--- src/rtl/sdram_sched_pkg.sv ---
// Shared types and constants for the C64 SDRAM request scheduler.
package sdram_sched_pkg;

  localparam int unsigned ADDR_W         = 25;
  localparam int unsigned SLOT_START     = 0;
  localparam int unsigned DEF_SLOT_LEN   = 8;
  localparam int unsigned DEF_STROBE_LEN = 4;
  localparam int unsigned DEF_ACK_SLOT   = 6;

  typedef enum logic [2:0] {
    GNT_NONE = 3'd0,
    GNT_REF  = 3'd1,
    GNT_VID  = 3'd2,
    GNT_CPU  = 3'd3,
    GNT_DL   = 3'd4
  } gnt_t;

  function automatic logic is_client(input gnt_t g);
    return (g == GNT_VID) || (g == GNT_CPU) || (g == GNT_DL);
  endfunction

endpackage

--- src/rtl/sdram_refresh_timer.sv ---
// Refresh interval counter with a saturating 2-bit count of owed refreshes.
module sdram_refresh_timer #(
  parameter int unsigned REFRESH_INTERVAL = 500
) (
  input  logic       clk,
  input  logic       reset,
  input  logic       enable,
  input  logic       consume,
  output logic [1:0] pending
);

  localparam int unsigned TW = $clog2(REFRESH_INTERVAL);
  localparam logic [TW-1:0] TIMER_LAST = TW'(REFRESH_INTERVAL - 1);

  logic [TW-1:0] r_timer;
  logic [1:0]    r_pending;
  logic          w_tick;

  assign w_tick = enable && (r_timer == TIMER_LAST);

  // A tick and a consume in the same clock cancel out.
  always_ff @(posedge clk) begin
    if (reset) begin
      r_timer   <= '0;
      r_pending <= '0;
    end else begin
      if (enable) r_timer <= w_tick ? '0 : r_timer + 1'b1;
      unique case ({w_tick, consume})
        2'b10:   if (r_pending != 2'd3) r_pending <= r_pending + 1'b1;
        2'b01:   if (r_pending != 2'd0) r_pending <= r_pending - 1'b1;
        default: ;
      endcase
    end
  end

  assign pending = r_pending;

endmodule

--- src/rtl/sdram_req_sched.sv ---
// Slot-based VIC/CPU/download scheduler driving the SDRAM controller strobes.
// Define SDRAM_SCHED_RR_EN for round-robin between CPU and download.
module sdram_req_sched
  import sdram_sched_pkg::*;
#(
  parameter int unsigned SLOT_LEN         = DEF_SLOT_LEN,
  parameter int unsigned STROBE_LEN       = DEF_STROBE_LEN,
  parameter int unsigned ACK_SLOT         = DEF_ACK_SLOT,
  parameter int unsigned REFRESH_INTERVAL = 500,
  parameter int unsigned INIT_SLOTS       = 40
) (
  input  logic              clk,
  input  logic              reset,
  input  logic              vid_req,
  input  logic [ADDR_W-1:0] vid_addr,
  output logic              vid_ack,
  input  logic              cpu_req,
  input  logic              cpu_we,
  input  logic [ADDR_W-1:0] cpu_addr,
  output logic              cpu_ack,
  input  logic              dl_req,
  input  logic [ADDR_W-1:0] dl_addr,
  output logic              dl_ack,
  output logic              mem_ce,
  output logic              mem_we,
  output logic              mem_refresh,
  output logic [ADDR_W-1:0] mem_addr,
  output logic              init_done
);

  localparam int unsigned SW = $clog2(SLOT_LEN);
  localparam int unsigned IW = $clog2(INIT_SLOTS);
  localparam logic [SW-1:0] SLOT_FIRST = SW'(SLOT_START);
  localparam logic [SW-1:0] SLOT_LAST  = SW'(SLOT_LEN - 1);
  localparam logic [SW-1:0] STROBE_END = SW'(STROBE_LEN);
  localparam logic [SW-1:0] ACK_IDX    = SW'(ACK_SLOT);
  localparam logic [IW-1:0] INIT_LAST  = IW'(INIT_SLOTS - 1);

  logic [SW-1:0]     r_slot;
  gnt_t              r_gnt;
  logic [IW-1:0]     r_init_cnt;
  logic              r_init_done;
  logic              r_mem_ce, r_mem_we, r_mem_refresh;
  logic [ADDR_W-1:0] r_mem_addr;
  logic              r_vid_ack, r_cpu_ack, r_dl_ack;

  logic [1:0]        w_pending;
  logic              w_slot_start, w_consume, w_cpu_wins, w_we_sel;
  gnt_t              w_choice;
  logic [ADDR_W-1:0] w_addr_sel;

  assign w_slot_start = (r_slot == SLOT_FIRST);
  assign w_consume    = w_slot_start && r_init_done && (w_choice == GNT_REF);

  sdram_refresh_timer #(
    .REFRESH_INTERVAL(REFRESH_INTERVAL)
  ) u_refresh_timer (
    .clk    (clk),
    .reset  (reset),
    .enable (r_init_done),
    .consume(w_consume),
    .pending(w_pending)
  );

`ifdef SDRAM_SCHED_RR_EN
  // r_last_dl = 1 means download was the last of the two served.
  logic r_last_dl;

  assign w_cpu_wins = cpu_req && (!dl_req || r_last_dl);

  always_ff @(posedge clk) begin
    if (reset) r_last_dl <= 1'b1;
    else if (w_slot_start && (w_choice == GNT_CPU)) r_last_dl <= 1'b0;
    else if (w_slot_start && (w_choice == GNT_DL)) r_last_dl <= 1'b1;
  end
`else
  assign w_cpu_wins = cpu_req;
`endif

  always_comb begin
    w_choice = GNT_NONE;
    if (!r_init_done)            w_choice = GNT_REF;
    else if (w_pending >= 2'd2)  w_choice = GNT_REF;
    else if (vid_req)            w_choice = GNT_VID;
    else if (w_cpu_wins)         w_choice = GNT_CPU;
    else if (dl_req)             w_choice = GNT_DL;
    else if (w_pending != 2'd0)  w_choice = GNT_REF;
  end

  always_comb begin
    w_addr_sel = r_mem_addr;
    w_we_sel   = 1'b0;
    unique case (w_choice)
      GNT_VID: w_addr_sel = vid_addr;
      GNT_CPU: begin
        w_addr_sel = cpu_addr;
        w_we_sel   = cpu_we;
      end
      GNT_DL: begin
        w_addr_sel = dl_addr;
        w_we_sel   = 1'b1;
      end
      default: ;
    endcase
  end

  // Strobes rise one clock after slot start and hold for STROBE_LEN clocks.
  always_ff @(posedge clk) begin
    if (reset) begin
      r_slot        <= '0;
      r_gnt         <= GNT_NONE;
      r_init_cnt    <= '0;
      r_init_done   <= 1'b0;
      r_mem_ce      <= 1'b0;
      r_mem_we      <= 1'b0;
      r_mem_refresh <= 1'b0;
      r_mem_addr    <= '0;
      r_vid_ack     <= 1'b0;
      r_cpu_ack     <= 1'b0;
      r_dl_ack      <= 1'b0;
    end else begin
      r_slot <= (r_slot == SLOT_LAST) ? '0 : r_slot + 1'b1;

      if (w_slot_start) begin
        r_gnt         <= w_choice;
        r_mem_ce      <= is_client(w_choice);
        r_mem_refresh <= (w_choice == GNT_REF);
        r_mem_we      <= w_we_sel;
        if (is_client(w_choice)) r_mem_addr <= w_addr_sel;
      end else if (r_slot == STROBE_END) begin
        r_mem_ce      <= 1'b0;
        r_mem_refresh <= 1'b0;
        r_mem_we      <= 1'b0;
      end

      r_vid_ack <= (r_slot == ACK_IDX) && (r_gnt == GNT_VID);
      r_cpu_ack <= (r_slot == ACK_IDX) && (r_gnt == GNT_CPU);
      r_dl_ack  <= (r_slot == ACK_IDX) && (r_gnt == GNT_DL);

      if (!r_init_done && (r_slot == SLOT_LAST)) begin
        if (r_init_cnt == INIT_LAST) r_init_done <= 1'b1;
        else                         r_init_cnt  <= r_init_cnt + 1'b1;
      end
    end
  end

  assign mem_ce      = r_mem_ce;
  assign mem_we      = r_mem_we;
  assign mem_refresh = r_mem_refresh;
  assign mem_addr    = r_mem_addr;
  assign vid_ack     = r_vid_ack;
  assign cpu_ack     = r_cpu_ack;
  assign dl_ack      = r_dl_ack;
  assign init_done   = r_init_done;

endmodule

--- config.mk ---
export PLATFORM = sky130hd
export DESIGN_NAME = sdram_req_sched
export DESIGN_NICKNAME = d
export VERILOG_FILES = /design/src/rtl/sdram_sched_pkg.sv /design/src/rtl/sdram_refresh_timer.sv /design/src/rtl/sdram_req_sched.sv
export SDC_FILE = /design/constraint.sdc
export NUM_CORES = 1
export LEC_CHECK = 0
export ABC_AREA = 1
export CORE_ASPECT_RATIO = 0.9
export CORE_MARGIN = 2
export CORE_UTILIZATION = 45
export CTS_CLUSTER_SIZE = 20
export DETAILED_ROUTE_END_ITERATION = 10
export HOLD_SLACK_MARGIN = 0.15
export PLACE_DENSITY = 0.9
export RECOVER_POWER = 100
export SYNTH_ARGS = -nofsm -noshare
export SYNTH_HDL_FRONTEND = slang
export SYNTH_HIERARCHICAL = 1
export SYNTH_SLANG_ARGS = --single-unit
export TNS_END_PERCENT = 50
--- constraint.sdc ---
create_clock -name clk -period 2.26 [get_ports clk]
set_input_delay 0.339 -clock clk [delete_from_list [all_inputs] [get_ports clk]]
set_output_delay 0.339 -clock clk [all_outputs]
set_load 0.02 [all_outputs]
# After elaboration in Yosys (flattened, before gate mapping)
# Cells that the tools add are included.
# classes
addsub	5
magnitude_cmp	1
n_eq_ne	17
n_mux	16
n_bitwise	1
n_reduce_logical	20
# ops
operator	count
$pmux 25 s3	1
$eq 3x3->1 const B	5
$mux 3	5
$eq 3x2->1 const B	4
$add 9x1->9 const B	1
$eq 9x9->1 const B	1
$mux 9	1
$logic_and 1x1->1	7
$add 6x1->6 const B	1
$eq 6x6->1 const B	1
$reduce_and 3->1	2
$reduce_bool 2->1	3
$mux 1	5
$mux 2	2
$ne 2x2->1 const B	2
$pmux 2 s2	1
$reduce_and 2->1	2
$add 3x1->3 const B	1
$eq 3x1->1 const B	1
$logic_not 3->1	1
$reduce_bool 3->1	1
$add 2x1->2 const B	1
$eq 2x1->1 const B	1
$eq 2x2->1 const B	1
other kinds (8)	9
# totals
register_bits	55
in_bits	81
output_inout_bits	32
elab_cells	73

# Logic depth before layout (Yosys ltp)
# Gate-level depths: netlist (run 1).
# depth
depth_word	12
depth_mapped	13
ltp_nobuf	12

# Cells and area by module
# The synthesis (run 1) kept the hierarchy.
# modules_own_cells
module	instances	cells_each	area_each_um2	seq_area_each_um2
sdram_req_sched	1	406	2627.5	880.8
sdram_refresh_timer	1	75	545.5	220.2

# Least setup slack after synthesis (run 1)
# No wires, ideal clock.
# synth_path
path_kind	flip-flop to flip-flop
startpoint	register r_init_done (netlist: init_done)
endpoint	register u_refresh_timer.r_pending[0] (netlist: u_refresh_timer/pending[0])
setup_time_ps	114
t_arrival_ps	1739
t_required_ps	2146
path_slack_ps	407
path_stages_with_launch	14
synth_period_minus_slack_ps	1853
path_cell_list	dfxtp_1 -> inv_1 -> nor2_2 -> buf_4 -> buf_4 -> nand2_1 -> nand3_1 -> nor2_1 -> a21oi_1 -> nand4_1 -> nand2_1 -> nand2_1 -> nand2_1 -> nor2_2
# synth_between
elab_chain_cells	6
elab_cells_between_ends	12
classes_between	eq/ne: 5; mux: 2; reduce/logical: 5
# synth_lines
element	line	rtl
start, declared	sdram_req_sched.sv:42	logic r_init_done;
start signal, assigned	sdram_req_sched.sv:113	r_init_done <= 1'b0;
start signal, assigned	sdram_req_sched.sv:141	if (r_init_cnt == INIT_LAST) r_init_done <= 1'b1;
$mux 3	sdram_req_sched.sv:82	if (!r_init_done) w_choice = GNT_REF;
$eq 3x1->1	sdram_req_sched.sv:53	assign w_consume = w_slot_start && r_init_done && (w_choice == GNT_REF);
$logic_and 1x1->1 (*)	sdram_req_sched.sv:53	
named net w_consume	sdram_req_sched.sv:48	logic w_slot_start, w_consume, w_cpu_wins, w_we_sel;
$eq 2x2->1 or $eq 2x1->1 (tied branches)	sdram_refresh_timer.sv:28	unique case ({w_tick, consume})
$ne 2x1->1 (no line) (tied with other cells)	n/a	
$reduce_and 3->1 (no line)	n/a	
end signal, assigned	sdram_refresh_timer.sv:29	2'b10: if (r_pending != 2'd3) r_pending <= r_pending + 1'b1;
end signal, assigned	sdram_refresh_timer.sv:30	2'b01: if (r_pending != 2'd0) r_pending <= r_pending - 1'b1;
end, declared	sdram_refresh_timer.sv:16	logic [1:0] r_pending;
# The timed path passes the listed nets; every way through them passes the cells marked *.
# A chain may end at the register's enable or synchronous reset.

# Worst setup path after layout (run 1)
# layout_path
startpoint	register r_slot[0]
endpoint	register r_mem_addr[20] (netlist: mem_addr[20])
# layout_between
elab_chain_cells	2
# layout_lines
element	line	rtl
start, declared	sdram_req_sched.sv:39	logic [SW-1:0] r_slot;
start signal, assigned	sdram_req_sched.sv:122	r_slot <= (r_slot == SLOT_LAST) ? '0 : r_slot + 1'b1;
$logic_not 3->1	sdram_req_sched.sv:52	assign w_slot_start = (r_slot == SLOT_FIRST);
$reduce_and 3->1 (no line)	n/a	
end signal, assigned	sdram_req_sched.sv:129	if (is_client(w_choice)) r_mem_addr <= w_addr_sel;
end, declared	sdram_req_sched.sv:44	logic [ADDR_W-1:0] r_mem_addr;
# Every way passes these cells.

==> impl_metrics.csv, run 1 <==
group,metric,value,unit
sta,final.setup.tns,0,ns
grt,grt_max_degree,46,
clocking,clock-root-buffer,"clkbuf_8",
synthesis,synth_common_cells,"144 x nand2_1, 55 x dfxtp_1, 55 x inv_1, 55 x nor2_1, 46 x nand4_1",
synthesis,ys.flop_type,"dfxtp_1",
sta,slew_viol_final,0,
sta,max_slew_margin,34.4,%
sta,setup_viol,0,
sta,finalCritPeriodShare,89.0,%
clocking,cts.sinks,55,
critical_path,crit_end,"mem_addr[20]",
flow_run,drv_cap,0,
final_layout,multiInputGateArea,0.00171,mm²
sta,rsz0062_at_grt,"false",
clocking,ctsHoldBuffers,0,
critical_path,crit_arrival,2.25,ns
final_layout,final_util,64.3,%
synthesis,ys_types,32,
sta,worst_pin_slew,0.983,ns
run_status,status,"finished, final reports clean",
synthesis,yosysTopAreaCellShare,34.7,%
die,core_area,0.00693,mm²
critical_path,worst-r2r-setup-slack,0.25,ns
grt,antenna_found_initial,0,
clocking,clk_pin_slew,0.09,ns
synthesis,yosys_register_bits,55,
final_layout,nFillCells,591,
power_and_ir_drop,clkPwrFrac,31.7,%
grt,grt_overflow,0,
power_and_ir_drop,seq_power_share,52.7,%
die,rows,29,
placed_design,port_buffers,112,
critical_path,path_depth,9,
power_and_ir_drop,power.net_switching,459,µW
critical_path,timing.critical_path.buf_inv,3,
critical_path,critPathLaunchType,"flip-flop",
routing,wl,9200,µm
critical_path,critPathTopFamily,"simple AND/OR/NAND/NOR gates",
die,dieArea,0.00774,mm²
synthesis,synth_cells,481,
routing,routed_via_density,5.15,
clocking,htreeDepth,2,
synthesis,synth_area_leaders,"dfxtp_1 35%, nand2_1 17%, nand4_1 9.1%",
critical_path,r2r_start,"r_slot[0]",
synthesis,synth_largest_area_cell,"dfxtp_1",
critical_path,rr_worst_depth,9,
synthesis,avgSynthCellArea,6.60,µm²
die,start_util,45.8,%
die,die_h,83.7,µm
clocking,cts_buffers,5,
final_layout,syn2layout_area_growth,40.4,%
final_layout,final_cell_area,0.00446,mm²
grt,grt_pass1_wl,15000,µm
power_and_ir_drop,ir_drop,0.271,mV
critical_path,worstSetupEndpointType,"flip-flop",
placed_design,gp_congestion,0.815,
synthesis,synth_fp_nets,569,
final_layout,layout.nets,676,
routing,vias,3510,
sta,report.final.hold_viol_count,0,
critical_path,cpPeakStageDelay,0.47,ns
clocking,postCtsResizedCells,0,
synthesis,synth_edf_count,0,
critical_path,critPathKind,"reg -> reg",
clocking,post_cts_buffers,0,
clocking,cts_tree,"built",
sta,period_needed,2.01,ns
final_layout,n_antenna_cell,0,
critical_path,reg2reg_to,"mem_addr[20]",
routing,wl_per_cell,13.5,µm
power_and_ir_drop,power_frac_comb,15.6,%
power_and_ir_drop,power_density,424,mW/mm²
power_and_ir_drop,p_int,1430,µW
sta,skew,0.0127,ns
final_layout,drive_gt1_share,6.62,%
critical_path,crit_chain,"inv_1, ha_1, inv_1, nor2_1, buf_4, nand2_2, nand2_1, nand2_1, a21oi_1",
power_and_ir_drop,design_power_total,1890,µW
placed_design,post-dp-hpwl,6840,µm
die,design.portCount,113,
clocking,clockBufferDepth,2,
final_layout,seq_area,0.00110,mm²
clocking,insertion_delay,0.31,ns
routing,detail-route-antenna-nets,0,
critical_path,worst-path-max-fanout,45,
critical_path,slowest_stage,"nand2_2",
grt,grt_pass1_vias,3504,
synthesis,yosysMostFrequentCell,"nand2_1",
routing,drtIter0Drc,177,
synthesis,yosys_warnings,6,
grt,grtUsageTotal,23.7,%
critical_path,worstPathRequired,2.49,ns
synthesis,yosysSeqAreaShare,34.7,%
critical_path,crit_start,"r_slot[0]",
power_and_ir_drop,leakagePower,0.00209,µW
routing,drt_pass1_iterations,4,
placed_design,dpl_cell_area,0.00438,mm²
power_and_ir_drop,swShare,24.3,%
die,fp.dieW,92.5,µm
routing,drc,0,
sta,fmax,497,MHz
synthesis,synth_area,0.00317,mm²
synthesis,synthArstFlopShare,0,%
min_path,hold_class,"reg -> reg",
==> cell families after synthesis <==
group / Yosys count / share of synthesized area, %
simple gates: 283 / 40.4
flops: 55 / 34.7
buf+inv: 81 / 10.9
compound gates: 50 / 9.90
xor+xnor: 5 / 1.38
fa+ha+maj: 7 / 2.76
==> layer usage <==
layer / wire length, µm / up-vias / GRT usage [%]
met1: 3820 / 1594 / 28.1
met3: 673 / 23 / 4.70
met4: 234 / 0 / 10.0
met2: 4470 / 127 / 41.4
li1: - / 1766 / -
met5: 0 / - / 0
==> registers in the layout, indices dropped and copies added (netlist names) <==
signal / count
mem_we: 1
u_refresh_timer/r_timer: 9
u_refresh_timer/pending: 2
vid_ack: 1
mem_refresh: 1
dl_ack: 1
mem_addr: 25
init_done: 1
r_gnt: 3
r_init_cnt: 6
mem_ce: 1
r_slot: 3
cpu_ack: 1
==> placed cells by master, fill, tap and decap left out, drive strengths merged <==
| cell | netlist | layout |
|---|---|---|
| a21oi | 35 | 35 |
| a31oi | 2 | 2 |
| buf | 18 | 13 |
| clkbuf | 8 | 9 |
| clkdlybuf4s50 | 0 | 79 |
| dfxtp | 55 | 55 |
| dlygate4sd3 | 0 | 33 |
| ha | 7 | 7 |
| inv | 55 | 55 |
| nand2 | 147 | 147 |
| nand3 | 17 | 17 |
| nand3b | 2 | 2 |
| nand4 | 46 | 46 |
| nor2 | 60 | 60 |
| nor3 | 5 | 5 |
| nor4 | 4 | 4 |
| o211ai | 1 | 1 |
| o21ai | 10 | 10 |
| o21bai | 1 | 1 |
| o31ai | 1 | 1 |
| or2 | 2 | 2 |
| xnor2 | 2 | 2 |
| xor2 | 3 | 3 |
==> final cells by class <==
type                       instances  share of cell area [%]
tap                               93                    2.61
inverter                          55                    4.63
multi-input combinational        345                    38.4
timing repair buffer             126                    27.4
clock buffer                       8                    2.25
sequential                        55                    24.7
==> through the flow <==
step	instances	hold slack, ns	worst slack [ns]
after floorplan	481	0.412	0.407
after global placement	674	0.428	0.168
after detailed placement	674	0.446	0.122
after CTS	682	0.480	0.307
after global routing	682	0.498	0.0359
final	682	0.474	0.248
==> how the worst min path moves through the flow <==
stage / startpoint / endpoint / slack (ns) / depth (start not counted)
2_1_floorplan: r_gnt[1] / dl_ack / 0.41 / 1
3_3_place_gp: r_slot[0] / r_slot[0] / 0.43 / 1
3_5_place_dp: r_gnt[1] / dl_ack / 0.45 / 1
4_1_cts: r_gnt[1] / dl_ack / 0.48 / 1
5_1_grt: r_slot[0] / r_slot[0] / 0.50 / 1
6_report: r_slot[0] / r_slot[0] / 0.47 / 1
==> power by group through the flow <==
stage | sequential [µW] | combinational [µW] | clock (µW)
final | 996 | 295 | 598
after global placement | 1020 | 289 | 0
after global routing | 998 | 321 | 653
after floorplan | 1020 | 104 | 0
after CTS | 996 | 297 | 614
after detailed placement | 1020 | 295 | 0
Note: power is estimated with default switching activity, not from simulation.
==> run 2, diff against run 1 <==
--- a/config.mk
+++ b/config.mk
@@ -7,13 +7,13 @@
 export LEC_CHECK = 0
 export ABC_AREA = 1
 export CORE_ASPECT_RATIO = 0.9
-export CORE_MARGIN = 2
 export CORE_UTILIZATION = 45
 export CTS_CLUSTER_SIZE = 20
 export DETAILED_ROUTE_END_ITERATION = 10
 export HOLD_SLACK_MARGIN = 0.15
 export PLACE_DENSITY = 0.9
 export RECOVER_POWER = 100
+export SLEW_MARGIN = 25
 export SYNTH_ARGS = -nofsm -noshare
 export SYNTH_HDL_FRONTEND = slang
 export SYNTH_HIERARCHICAL = 1
==> run 2 against run 1 <==
Against the previous run:
- clock skew shrank 0.00068 ns
- register-to-register slack better by 0.20 ns
- flip-flop and latch count is the same
- sequential power about the same
- non-clock buffer count stayed put
==> impl_metrics.csv, run 2 (synthesized netlist as in run 1, its figures left out) <==
group,metric,value,unit
routing,detail-route-antenna-nets,0,
placed_design,gp_congestion,0.845,
clocking,cts_tree,"built",
critical_path,crit_chain,"dlygate4sd3_1, buf_4, nor2_1, a21oi_2, nand2_4, nand2_1, nand2_1, a21oi_1",
die,design.portCount,113,
final_layout,mostFrequentLayoutCells,"145 x nand2_1, 78 x clkdlybuf4s50_1, 56 x nor2_1",
sta,rsz0062_at_grt,"false",
sta,fmax,508,MHz
power_and_ir_drop,power_density,413,mW/mm²
clocking,postCtsResizedCells,0,
critical_path,worst-path-max-fanout,45,
routing,drt_pass1_iterations,5,
routing,routed_via_density,5.22,
die,core_area,0.00669,mm²
critical_path,critPathLaunchType,"primary input",
grt,grt_pass1_vias,3192,
final_layout,final_util,66.0,%
power_and_ir_drop,ir_drop,0.275,mV
clocking,insertion_delay,0.31,ns
clocking,htreeDepth,2,
critical_path,crit_top_cell,"nand2_1",
die,die_h,81.7,µm
clocking,post_cts_buffers,0,
die,rows,28,
critical_path,critPathKind,"in -> reg",
run_status,status,"finished, final reports clean",
sta,slew_viol_final,0,
grt,grt_overflow,0,
final_layout,largest_reg_flops,25,
routing,wl,9070,µm
final_layout,layout.nets,676,
sta,period_needed,1.97,ns
sta,final.setup.tns,0,ns
clocking,clock-root-buffer,"clkbuf_8",
flow_run,drv_cap,0,
die,start_util,47.4,%
sta,finalCritPeriodShare,87.2,%
routing,drc,0,
min_path,hp-start,"r_slot[0]",
sta,worst_pin_slew,0.613,ns
final_layout,n_antenna_cell,0,
critical_path,worstPathRequired,2.50,ns
routing,drtIter0Drc,200,
clocking,cts.sinks,55,
sta,max_slew_margin,59.1,%
grt,grtUsageTotal,24.3,%
routing,wl_per_cell,13.4,µm
final_layout,final_cell_area,0.00442,mm²
min_path,hold_class,"reg -> reg",
critical_path,r2r_start,"init_done",
sta,report.final.hold_viol_count,0,
clocking,ctsHoldBuffers,0,
grt,grt_pass1_wl,14500,µm
routing,vias,3545,
placed_design,port_buffers,112,
sta,setup_viol,0,
placed_design,dpl_cell_area,0.00439,mm²
clocking,cts_buffers,5,
grt,antenna_found_initial,0,
clocking,clk_pin_slew,0.10,ns
clocking,clockBufferDepth,2,
sta,skew,0.0120,ns
power_and_ir_drop,leakagePower,0.00207,µW
critical_path,cpPeakStageDelay,0.59,ns
grt,grt_max_degree,46,
critical_path,crit_arrival,2.22,ns
critical_path,worstSetupEndpointType,"flip-flop",
die,dieArea,0.00739,mm²
critical_path,slowest_stage,"dlygate4sd3_1",
final_layout,syn2layout_area_growth,39.2,%
critical_path,crit_start,"cpu_req",
critical_path,worst-r2r-setup-slack,0.45,ns
final_layout,drive_gt1_share,6.62,%
die,fp.dieW,90.5,µm
placed_design,post-dp-hpwl,6820,µm
final_layout,layout_commonest_cell,"nand2_1",
## run 2: changes by cell type in the layout (fill, tap and decap cells not counted), sizes merged
cell and change:
clkdlybuf4s50 -1, clkinv +1, dlygate4sd3 +1, clkbuf -1
clkinvlp +1, buf -1
## run 2: stage by stage
step / power, µW / setup WS, ns / hold WS, ns / std cells
finish: 1820 / 0.290 / 0.456 / 679
floorplan: 1120 / 0.407 / 0.412 / 481
global placement: 1310 / 0.215 / 0.430 / 671
global route: 1890 / 0.123 / 0.490 / 679
detailed placement: 1310 / 0.169 / 0.437 / 671
CTS: 1850 / 0.437 / 0.463 / 679
## run 2: path summary, 6_finish.rpt
kind / endpoint / cells past startpoint
max reg2reg: mem_addr[12] / 9
min reg2reg: r_slot[0] / 1
max: mem_addr[14] / 8
min: r_slot[0] / 1
## run 2: layer usage
metal	routed length, µm	vias up	GRT usage (%)	share of wire, %
met5	0	-	0	0
met3	798	12	5.28	8.8
met4	115	0	6.29	1.3
met2	4430	141	44.5	49
li1	-	1768	-	-
met1	3720	1624	29.2	41
## run 2: worst max-delay path: cells and delay by family
family / cells / cell delay [ns]
AOI/OAI and AO/OA: 2 / 0.48
buffers and inverters: 2 / 0.74
and+or+nand+nor: 4 / 0.64
## run 2: cell type report
cell class / count / area, µm²
clock buffer: 6 / 72.6
clock inverter: 2 / 12.5
fill: 566 / 2270
inverter: 55 / 206
multi-input combinational: 345 / 1690
sequential: 55 / 1100
tap: 90 / 113
timing repair buffer: 126 / 1220
## run 2: power by group
group / internal (µW) / switching [µW]
Combinational: 162 / 124
Clock: 218 / 321
Sequential: 984 / 14.3
Total: 1360 / 459
==> run 3, diff against run 2 <==
--- a/config.mk
+++ b/config.mk
@@ -13,6 +13,7 @@
 export HOLD_SLACK_MARGIN = 0.15
 export PLACE_DENSITY = 0.9
 export RECOVER_POWER = 100
+export REMOVE_ABC_BUFFERS = 1
 export SLEW_MARGIN = 25
 export SYNTH_ARGS = -nofsm -noshare
 export SYNTH_HDL_FRONTEND = slang
==> run 3 against run 2 <==
Against the previous run:
- via count down 1.6%
- clock-buffer cell count unchanged
- clock power up 30%
- critical path type is now reg -> reg
- critical endpoint is now mem_we
- largest cell class unchanged
- largest power group unchanged
==> impl_metrics.csv, run 3 (synthesized netlist as in run 1, its figures left out) <==
group,metric,value,unit
grt,grtUsageTotal,24.1,%
power_and_ir_drop,power_density,446,mW/mm²
final_layout,drive_gt1_share,6.45,%
die,rows,28,
die,dieArea,0.00739,mm²
clocking,cts.sinks,55,
sta,report.final.hold_viol_count,0,
grt,grt_overflow,0,
final_layout,largest_reg_flops,25,
routing,drc,0,
final_layout,syn2layout_area_growth,40.7,%
critical_path,worstSetupEndpointType,"flip-flop",
routing,routed_via_density,5.14,
critical_path,crit_arrival,2.25,ns
critical_path,critPathKind,"reg -> reg",
sta,worst_pin_slew,0.772,ns
final_layout,seq_area,0.00110,mm²
grt,grt_pass1_vias,3121,
routing,wl_per_cell,13.5,µm
die,start_util,47.4,%
critical_path,slowest_stage,"dfxtp_1",
final_layout,layout_commonest_cell,"nand2_1",
die,core_area,0.00669,mm²
die,fp.dieW,90.5,µm
sta,fin_hold_ws,0.456,ns
critical_path,cpPeakStageDelay,0.46,ns
sta,setup_viol,0,
clocking,insertion_delay,0.32,ns
final_layout,mostFrequentLayoutCells,"145 x nand2_1, 79 x clkdlybuf4s50_1, 55 x inv_1, 55 x nor2_1, 55 x dfxtp_1",
min_path,hold_class,"reg -> reg",
sta,fmax,499,MHz
routing,drt_pass1_iterations,5,
run_status,status,"finished, final reports clean",
die,die_h,81.7,µm
clocking,cts_tree,"built",
routing,wl,9160,µm
clocking,ctsHoldBuffers,0,
power_and_ir_drop,ir_drop,0.347,mV
clocking,post_cts_buffers,0,
critical_path,crit_top_cell,"inv_1",
sta,rsz0062_at_grt,"false",
placed_design,gp_congestion,0.865,
power_and_ir_drop,leakagePower,0.00210,µW
sta,slew_viol_final,0,
placed_design,post-dp-hpwl,6750,µm
critical_path,crit_chain,"inv_1, nor2_2, buf_4, o211ai_1, clkbuf_1, inv_1, nand3_1, a21oi_1",
sta,skew,0.0164,ns
clocking,clk_pin_slew,0.11,ns
critical_path,worstPathRequired,2.51,ns
clocking,postCtsResizedCells,0,
critical_path,critPathLaunchType,"flip-flop",
final_layout,final_cell_area,0.00446,mm²
clocking,htreeDepth,2,
routing,detail-route-antenna-nets,0,
sta,finalCritPeriodShare,88.6,%
grt,antenna_found_initial,0,
critical_path,worst-path-max-fanout,46,
final_layout,n_antenna_cell,0,
clocking,cts_buffers,5,
sta,final.setup.tns,0,ns
routing,drtIter0Drc,177,
power_and_ir_drop,design_power_total,1990,µW
placed_design,dpl_cell_area,0.00437,mm²
final_layout,nFillCells,539,
sta,max_slew_margin,48.5,%
clocking,clockBufferDepth,2,
grt,grt_pass1_wl,14400,µm
final_layout,layout.nets,676,
flow_run,drv_cap,0,
clocking,clock-root-buffer,"clkbuf_8",
final_layout,multiInputGateArea,0.00171,mm²
routing,vias,3488,
placed_design,port_buffers,112,
sta,period_needed,2.00,ns
die,design.portCount,113,
grt,grt_max_degree,47,
==> run 3: final timing paths <==
path	startpoint	to	slack (ns)	cells after the start
worst max-delay path	init_done	mem_we	0.26	8
worst max register to register	init_done	mem_we	0.26	8
worst min register to register	r_gnt[0]	dl_ack	0.46	1
worst min-delay path	r_gnt[0]	dl_ack	0.46	1
==> run 3: final cells by class <==
class,count,area share [%]
Multi-Input combinational cell,345,38.3
Timing Repair Buffer,126,27.2
Sequential cell,55,24.7
Inverter,55,4.62
Tap cell,90,2.52
Clock buffer,6,1.85
Clock inverter,2,0.869
==> run 3: stage by stage <==
| step | std cells | util (%) | worst slack (ns) |
|---|---|---|---|
| global route | 679 | 66.7 | 0.0522 |
| global placement | 671 | 65.4 | 0.274 |
| detailed placement | 671 | 65.4 | 0.230 |
| CTS | 679 | 67.2 | 0.292 |
| finish | 679 | 66.7 | 0.257 |
| floorplan | 455 | - | -0.378 |
==> run 3: metal layers <==
metal,track usage (%),vias up,part of all wire [%]
li1,-,1770,-
met1,29.0,1603,43
met2,43.4,100,49
met3,4.63,15,5.3
met4,8.39,0,2.4
met5,0,-,0
==> run 3: where the power goes <==
| group | internal (µW) | switching, µW |
|---|---|---|
| Clock | 365 | 335 |
| Sequential | 984 | 10.6 |
| Combinational | 166 | 131 |
==> run 3: critical path: cells and delay by family, from the launching register on <==
kind / cells / cell delay (ns)
buf+inv: 4 / 0.94
simple gates: 2 / 0.24
flops: 1 / 0.46
compound gates: 2 / 0.30
